[src/rtl/ifetch_unit.sv]
// -----------------------------------------------------------------------------
// ifetch_unit
//   Instruction fetch responder. It takes the control unit's fetch strobes,
//   owns the program counter, and drives a synchronous instruction memory.
//   It returns the instruction register (ir) and an operand register (dr).
//   dr holds the immediate for LOADIM or the target for JUMPNZ.
//   Every strobe is rising-edge qualified, so a level held high for several
//   cycles causes only one action.
//
//   Ports
//     clk          rising-edge clock
//     reset_n      asynchronous active-low reset
//     imem_read    read strobe (level, edge-detected)
//     pc_inc       PC increment strobe (level, edge-detected)
//     jump         jump strobe (level, edge-detected)
//     z_flag       ALU zero flag, sampled on the jump edge
//     imem_en      memory read enable, one-cycle pulse
//     imem_addr    memory address, latched from pc on the read edge
//     imem_rdata   memory data, valid the cycle after imem_en
//     ir / dr      instruction / operand registers
//     pc           current program counter
//     busy         read outstanding
//     halt         END fetched (or PC overflow when bounds checking is on)
//
//   Configuration
//     IFETCH_BOUNDS_EN  When defined, a pc_inc or a not-taken jump at the
//                       last address holds pc and halts instead of wrapping.
// -----------------------------------------------------------------------------
module ifetch_unit #(
  parameter int BUS_WIDTH  = 16,
  parameter int PC_WIDTH   = 8,
  parameter int OPCODE_LEN = 4
) (
  input  logic                 clk,
  input  logic                 reset_n,
  input  logic                 imem_read,
  input  logic                 pc_inc,
  input  logic                 jump,
  input  logic                 z_flag,
  output logic                 imem_en,
  output logic [PC_WIDTH-1:0]  imem_addr,
  input  logic [BUS_WIDTH-1:0] imem_rdata,
  output logic [BUS_WIDTH-1:0] ir,
  output logic [BUS_WIDTH-1:0] dr,
  output logic [PC_WIDTH-1:0]  pc,
  output logic                 busy,
  output logic                 halt
);

  typedef enum logic [1:0] {S_IDLE, S_RD, S_CAP, S_HALT} state_t;
  typedef enum logic       {SLOT_INSTR, SLOT_OPERAND}    slot_t;

  localparam logic [OPCODE_LEN-1:0] OP_LOADIM = OPCODE_LEN'(4'h2);
  localparam logic [OPCODE_LEN-1:0] OP_JUMPNZ = OPCODE_LEN'(4'hB);
  localparam logic [OPCODE_LEN-1:0] OP_END    = OPCODE_LEN'(4'hF);

  state_t                r_state;
  state_t                w_state_nxt;
  slot_t                 r_slot;
  logic                  r_read_q, r_inc_q, r_jump_q;
  logic [PC_WIDTH-1:0]   r_pc;
  logic [PC_WIDTH-1:0]   r_addr;
  logic [BUS_WIDTH-1:0]  r_ir, r_dr;

  logic                  w_read_edge, w_inc_edge, w_jump_edge;
  logic                  w_jump_taken, w_pc_adv, w_pc_ovf;
  logic [OPCODE_LEN-1:0] w_opcode;

  assign w_read_edge = imem_read & ~r_read_q;
  assign w_inc_edge  = pc_inc    & ~r_inc_q;
  assign w_jump_edge = jump      & ~r_jump_q;

  // A jump edge overrides a coincident pc_inc edge. A jump with z_flag set
  // skips the operand word, so it advances pc exactly like an increment.
  assign w_jump_taken = w_jump_edge & ~z_flag;
  assign w_pc_adv     = w_jump_edge ? z_flag : w_inc_edge;

`ifdef IFETCH_BOUNDS_EN
  assign w_pc_ovf = w_pc_adv & (r_pc == {PC_WIDTH{1'b1}});
`else
  assign w_pc_ovf = 1'b0;
`endif

  assign w_opcode = imem_rdata[BUS_WIDTH-1 -: OPCODE_LEN];

  // State register
  always_ff @(posedge clk or negedge reset_n) begin
    if (!reset_n) begin
      r_state <= S_IDLE;
    end else begin
      // NOTE: state elements use non-blocking assignments, so every flop in
      // the same edge sees the pre-edge values.
      r_state <= w_state_nxt;
    end
  end

  // Next-state logic
  always_comb begin
    // NOTE: the default assignment ahead of the case keeps every path
    // assigned, so no latch is inferred.
    w_state_nxt = r_state;
    case (r_state)
      S_IDLE:  if (w_read_edge) w_state_nxt = S_RD;
      S_RD:    w_state_nxt = S_CAP;
      S_CAP:   w_state_nxt = (r_slot == SLOT_INSTR && w_opcode == OP_END) ? S_HALT : S_IDLE;
      default: w_state_nxt = S_HALT;
    endcase
    if (w_pc_ovf && r_state != S_HALT) w_state_nxt = S_HALT;
  end

  // Output logic
  always_comb begin
    imem_en = (r_state == S_RD);
    busy    = (r_state == S_RD) || (r_state == S_CAP);
    halt    = (r_state == S_HALT);
  end

  // Datapath: edge history, PC, address latch, ir/dr capture
  always_ff @(posedge clk or negedge reset_n) begin
    if (!reset_n) begin
      r_read_q <= 1'b0;
      r_inc_q  <= 1'b0;
      r_jump_q <= 1'b0;
      r_pc     <= '0;
      r_addr   <= '0;
      r_ir     <= '0;
      r_dr     <= '0;
      r_slot   <= SLOT_INSTR;
    end else begin
      r_read_q <= imem_read;
      r_inc_q  <= pc_inc;
      r_jump_q <= jump;

      // The address is frozen at the read edge. A pc update in the same
      // cycle or a later one does not move an in-flight read.
      if (r_state == S_IDLE && w_read_edge) r_addr <= r_pc;

      if (r_state == S_CAP) begin
        if (r_slot == SLOT_INSTR) begin
          r_ir   <= imem_rdata;
          r_slot <= (w_opcode == OP_LOADIM || w_opcode == OP_JUMPNZ) ? SLOT_OPERAND : SLOT_INSTR;
        end else begin
          r_dr   <= imem_rdata;
          r_slot <= SLOT_INSTR;
        end
      end

      if (r_state != S_HALT) begin
        if (w_jump_taken)              r_pc <= r_dr[PC_WIDTH-1:0];
        else if (w_pc_adv && !w_pc_ovf) r_pc <= r_pc + PC_WIDTH'(1);
      end
    end
  end

  assign imem_addr = r_addr;
  assign ir        = r_ir;
  assign dr        = r_dr;
  assign pc        = r_pc;

endmodule
[config.mk]
export PLATFORM = sky130hd
export DESIGN_NAME = ifetch_unit
export DESIGN_NICKNAME = d
export VERILOG_FILES = /design/src/rtl/ifetch_unit.sv
export SDC_FILE = /design/constraint.sdc
export NUM_CORES = 1
export LEC_CHECK = 0
export ABC_AREA = 1
export BUFFER_PORTS_ARGS = -buffer_cell sky130_fd_sc_hd__buf_4
export CAP_MARGIN = 30
export CORE_MARGIN = 2
export CORE_UTILIZATION = 50
export CTS_CLUSTER_SIZE = 24
export DETAILED_ROUTE_END_ITERATION = 12
export GPL_TIMING_DRIVEN = 0
export PLACE_DENSITY = 0.78
export SETUP_SLACK_MARGIN = 0.2
export SKIP_CTS_REPAIR_TIMING = 1
export SLEW_MARGIN = 30
export SYNTH_ARGS = -nofsm -noshare
export SYNTH_HDL_FRONTEND = slang
export SYNTH_SLANG_ARGS = --single-unit
[constraint.sdc]
create_clock -name clk -period 2 [get_ports clk]
set_clock_uncertainty 0.1 [all_clocks]
set_input_delay 0.2 -clock clk [delete_from_list [all_inputs] [get_ports clk]]
set_output_delay 0.2 -clock clk [all_outputs]
set_load 0.03 [all_outputs]
==> results.yml <==
clock_network:
  numCtsBuffers: 5
  cts_buffer_depth: 2
  cts.clk_slew.worst_paths_ns: 0.09
  cts.sinks: 54
  cts_tree: "done"
  clock-root-buffer: "clkbuf_8"
  worst_skew_pair.late_latency_ns: 0.30
  cts_max_level: 2
setup_path:
  rr_worst_depth: 7
  cp_max_fo: 10
  cp_slowest_stage_delay_ns: 0.43
  cp_cell_sequence: "inv_1 > ha_1 > inv_1 > nor2_2 > inv_1 > clkbuf_2 > o21ai_0"
  cp.arrival_ns: 1.74
  reg2reg_to: "ir[15]"
  reg2reg_slack_ns: 0.38
  crit_top_cell: "inv_1"
  worstPathRequired_ns: 2.12
  r2r-start: "r_state[0]"
  critPathKind: "reg -> reg"
  endpoint_kind: "flop"
  cp_slowest_cell: "dfrtp_1"
  start_kind: "flop"
placed_design:
  hpwlAfterDp_um: 3710
  post-place-cells: 390
  place_ws_ns: 0.250
  gp_congestion: 0.808
  port_buffers: 72
routing:
  wl_um: 5070
  drc: 0
  antenna_left: 0
  drt_pre_antenna_iters: 4
  drt_iter0_markers: 181
  vias: 1994
  vias_per_cell: 4.96
  avgRoutedWirePerCell_um: 12.6
die:
  die_w_um: 72.4
  rows: 24
  die_area_sq_mm: 0.00525
  start_util_pct: 52.7
  pin_count: 73
  dieHeight_um: 72.4
  core_sq_mm: 0.00444
synth:
  ys_ff_latch: 54
  syn_area_sq_mm: 0.00234
  synth_enable_flop_cells: 0
  mappedNetlistNets: 294
  syn_avg_cell_area_sq_um: 8.81
  synth.area.top_cells: "dfrtp_1 (58%), nand2_1 (13%), o21ai_0 (7.9%)"
  synth_top_area_share_pct: 57.7
  ys_seq_area_share_pct: 57.7
  synthCells: 266
  synth_commonest_cells: "nand2_1 (81), dfrtp_1 (54), o21ai_0 (37)"
  synth_warnings: 0
  yosysMostFrequentCell: "nand2_1"
  async_reset_ff_share_pct: 100
  ys.flop_type: "dfrtp_1"
  synth_top_cell_by_area: "dfrtp_1"
  synth_cell_types: 24
global_route:
  grt_pass1_wl_um: 8420
  grt_pass1_vias: 1771
  grt_max_degree: 55
  overflow: 0
  track_usage_pct: 20.7
  antenna_found_initial: 0
timing:
  tns_ns: 0
  finalSetupViolCount: 0
  period_minus_slack_ns: 1.62
  setup_ws_ns: 0.383
  fin_crit_sh_pct: 80.9
  worstMarginPinSlew_ns: 0.654
  rsz0062_at_grt: "false"
  maxSlewHeadroom_pct: 56.4
  hold_viol: 0
  max_freq_mhz: 618
  hold_ws_ns: 0.0513
  drv_slew: 0
hold_path:
  worstHoldStart: "imem_rdata[11]"
  worst_hold_path_type: "in -> reg"
  whs_endpoint: "ir[11]"
  hold_depth: 3
status:
  status: "finished, final reports clean"
cells_and_area:
  diodes: 0
  finalNonFillerCells: 402
  syn_to_final_growth_pct: 32.3
  layout-drive-gt1-share_pct: 26.3
  final_net_count: 377
run:
  cap_violations: 0
power_and_ir_drop:
  total_leakage_power_nw: 1.68
  ir_drop_mv: 0.995
  powerDensity_mw_per_mm2: 1830
metrics by stage:
| step | area, sq um | power [W] | util (%) |
|---|---|---|---|
| detailed placement | 2950 | 0.00498 | 66.3 |
| floorplan | 2340 | 0.00384 | - |
| global placement | 2950 | 0.00492 | 66.3 |
| finish | 3100 | 0.00567 | 69.7 |
| CTS | 3050 | 0.00570 | 68.7 |
| global route | 3100 | 0.00606 | 69.7 |
power by group:
part / leakage [nW] / switching (W) / total (W) / internal [W]
logic: 0.969 / 0.00190 / 0.00298 / 0.00108
clock network: 0.0524 / 0.000335 / 0.000710 / 0.000375
registers: 0.663 / 0.000386 / 0.00198 / 0.00159
total: 1.68 / 0.00262 / 0.00567 / 0.00305
metal layers:
metal  part of all wire (%)  wire length (um)  track usage, %
met3                    7.4               374            7.08
met2                     47              2390            31.7
met1                     45              2270            28.7
met5                      0                 0               0
met4                   0.69                35            4.73
registers in the layout, summed over array words and instances (netlist names):
signal,flops
r_read_q,1
dr,16
r_state,2
r_jump_q,1
ir,16
pc,8
r_inc_q,1
r_slot,1
imem_addr,8
final cells by class:
type,count,area [sq um]
clock inverters,1,30.0
inverters,31,116
plain buffers,10,55.1
repair buffers,76,581
fillers,387,1350
clock buffers,7,76.3
well taps,52,65.1
multi-input cells,171,823
flip-flops and latches,54,1350
worst max-delay path by stage:
stage / from / endpoint / slack [ns]
5_1_grt: r_state[0] / ir[15] / 0.21
3_3_place_gp: r_state[0] / ir[6] / 0.28
2_1_floorplan: pc[0] / pc[6] / 0.55
4_1_cts: r_state[0] / ir[15] / 0.21
6_report: r_state[0] / ir[15] / 0.38
3_5_place_dp: r_state[0] / ir[14] / 0.25
logic make-up (layout without fill, tap and decap cells):
| kind of cell | Yosys count | count (layout) | share of synthesized area (%) |
|---|---|---|---|
| compound gates | 51 | 51 | 11.4 |
| fa+ha+maj | 6 | 6 | 3.21 |
| xor+xnor | 1 | 1 | 0.374 |
| buf+inv | 41 | 125 | 7.16 |
| simple gates | 112 | 112 | 19.7 |
| flops | 54 | 54 | 57.7 |
| mux | 1 | 1 | 0.481 |
critical path: cells and delay by family, from the launching register on:
kind	cells	cell delay [ns]
compound gates	1	0.19
flops	1	0.43
simple gates	1	0.13
buf+inv	4	0.49
fa+ha+maj	1	0.19
cell usage in the layout (no fill, tap or decap), types with 2 or more instances in the layout:
master	netlist	layout
inv_1	30	30
nor2_2	2	2
nand3_1	10	10
nor2_1	15	15
nand4_1	2	2
clkbuf_8	0	5
nand2_1	81	81
clkbuf_2	0	3
o21ai_0	37	37
ha_1	6	6
buf_4	0	72
clkbuf_1	4	3
dfrtp_1	54	54
o21ai_1	8	8
dlygate4sd3_1	0	4
buf_2	5	5
Note: power is estimated with default switching activity, not from simulation.
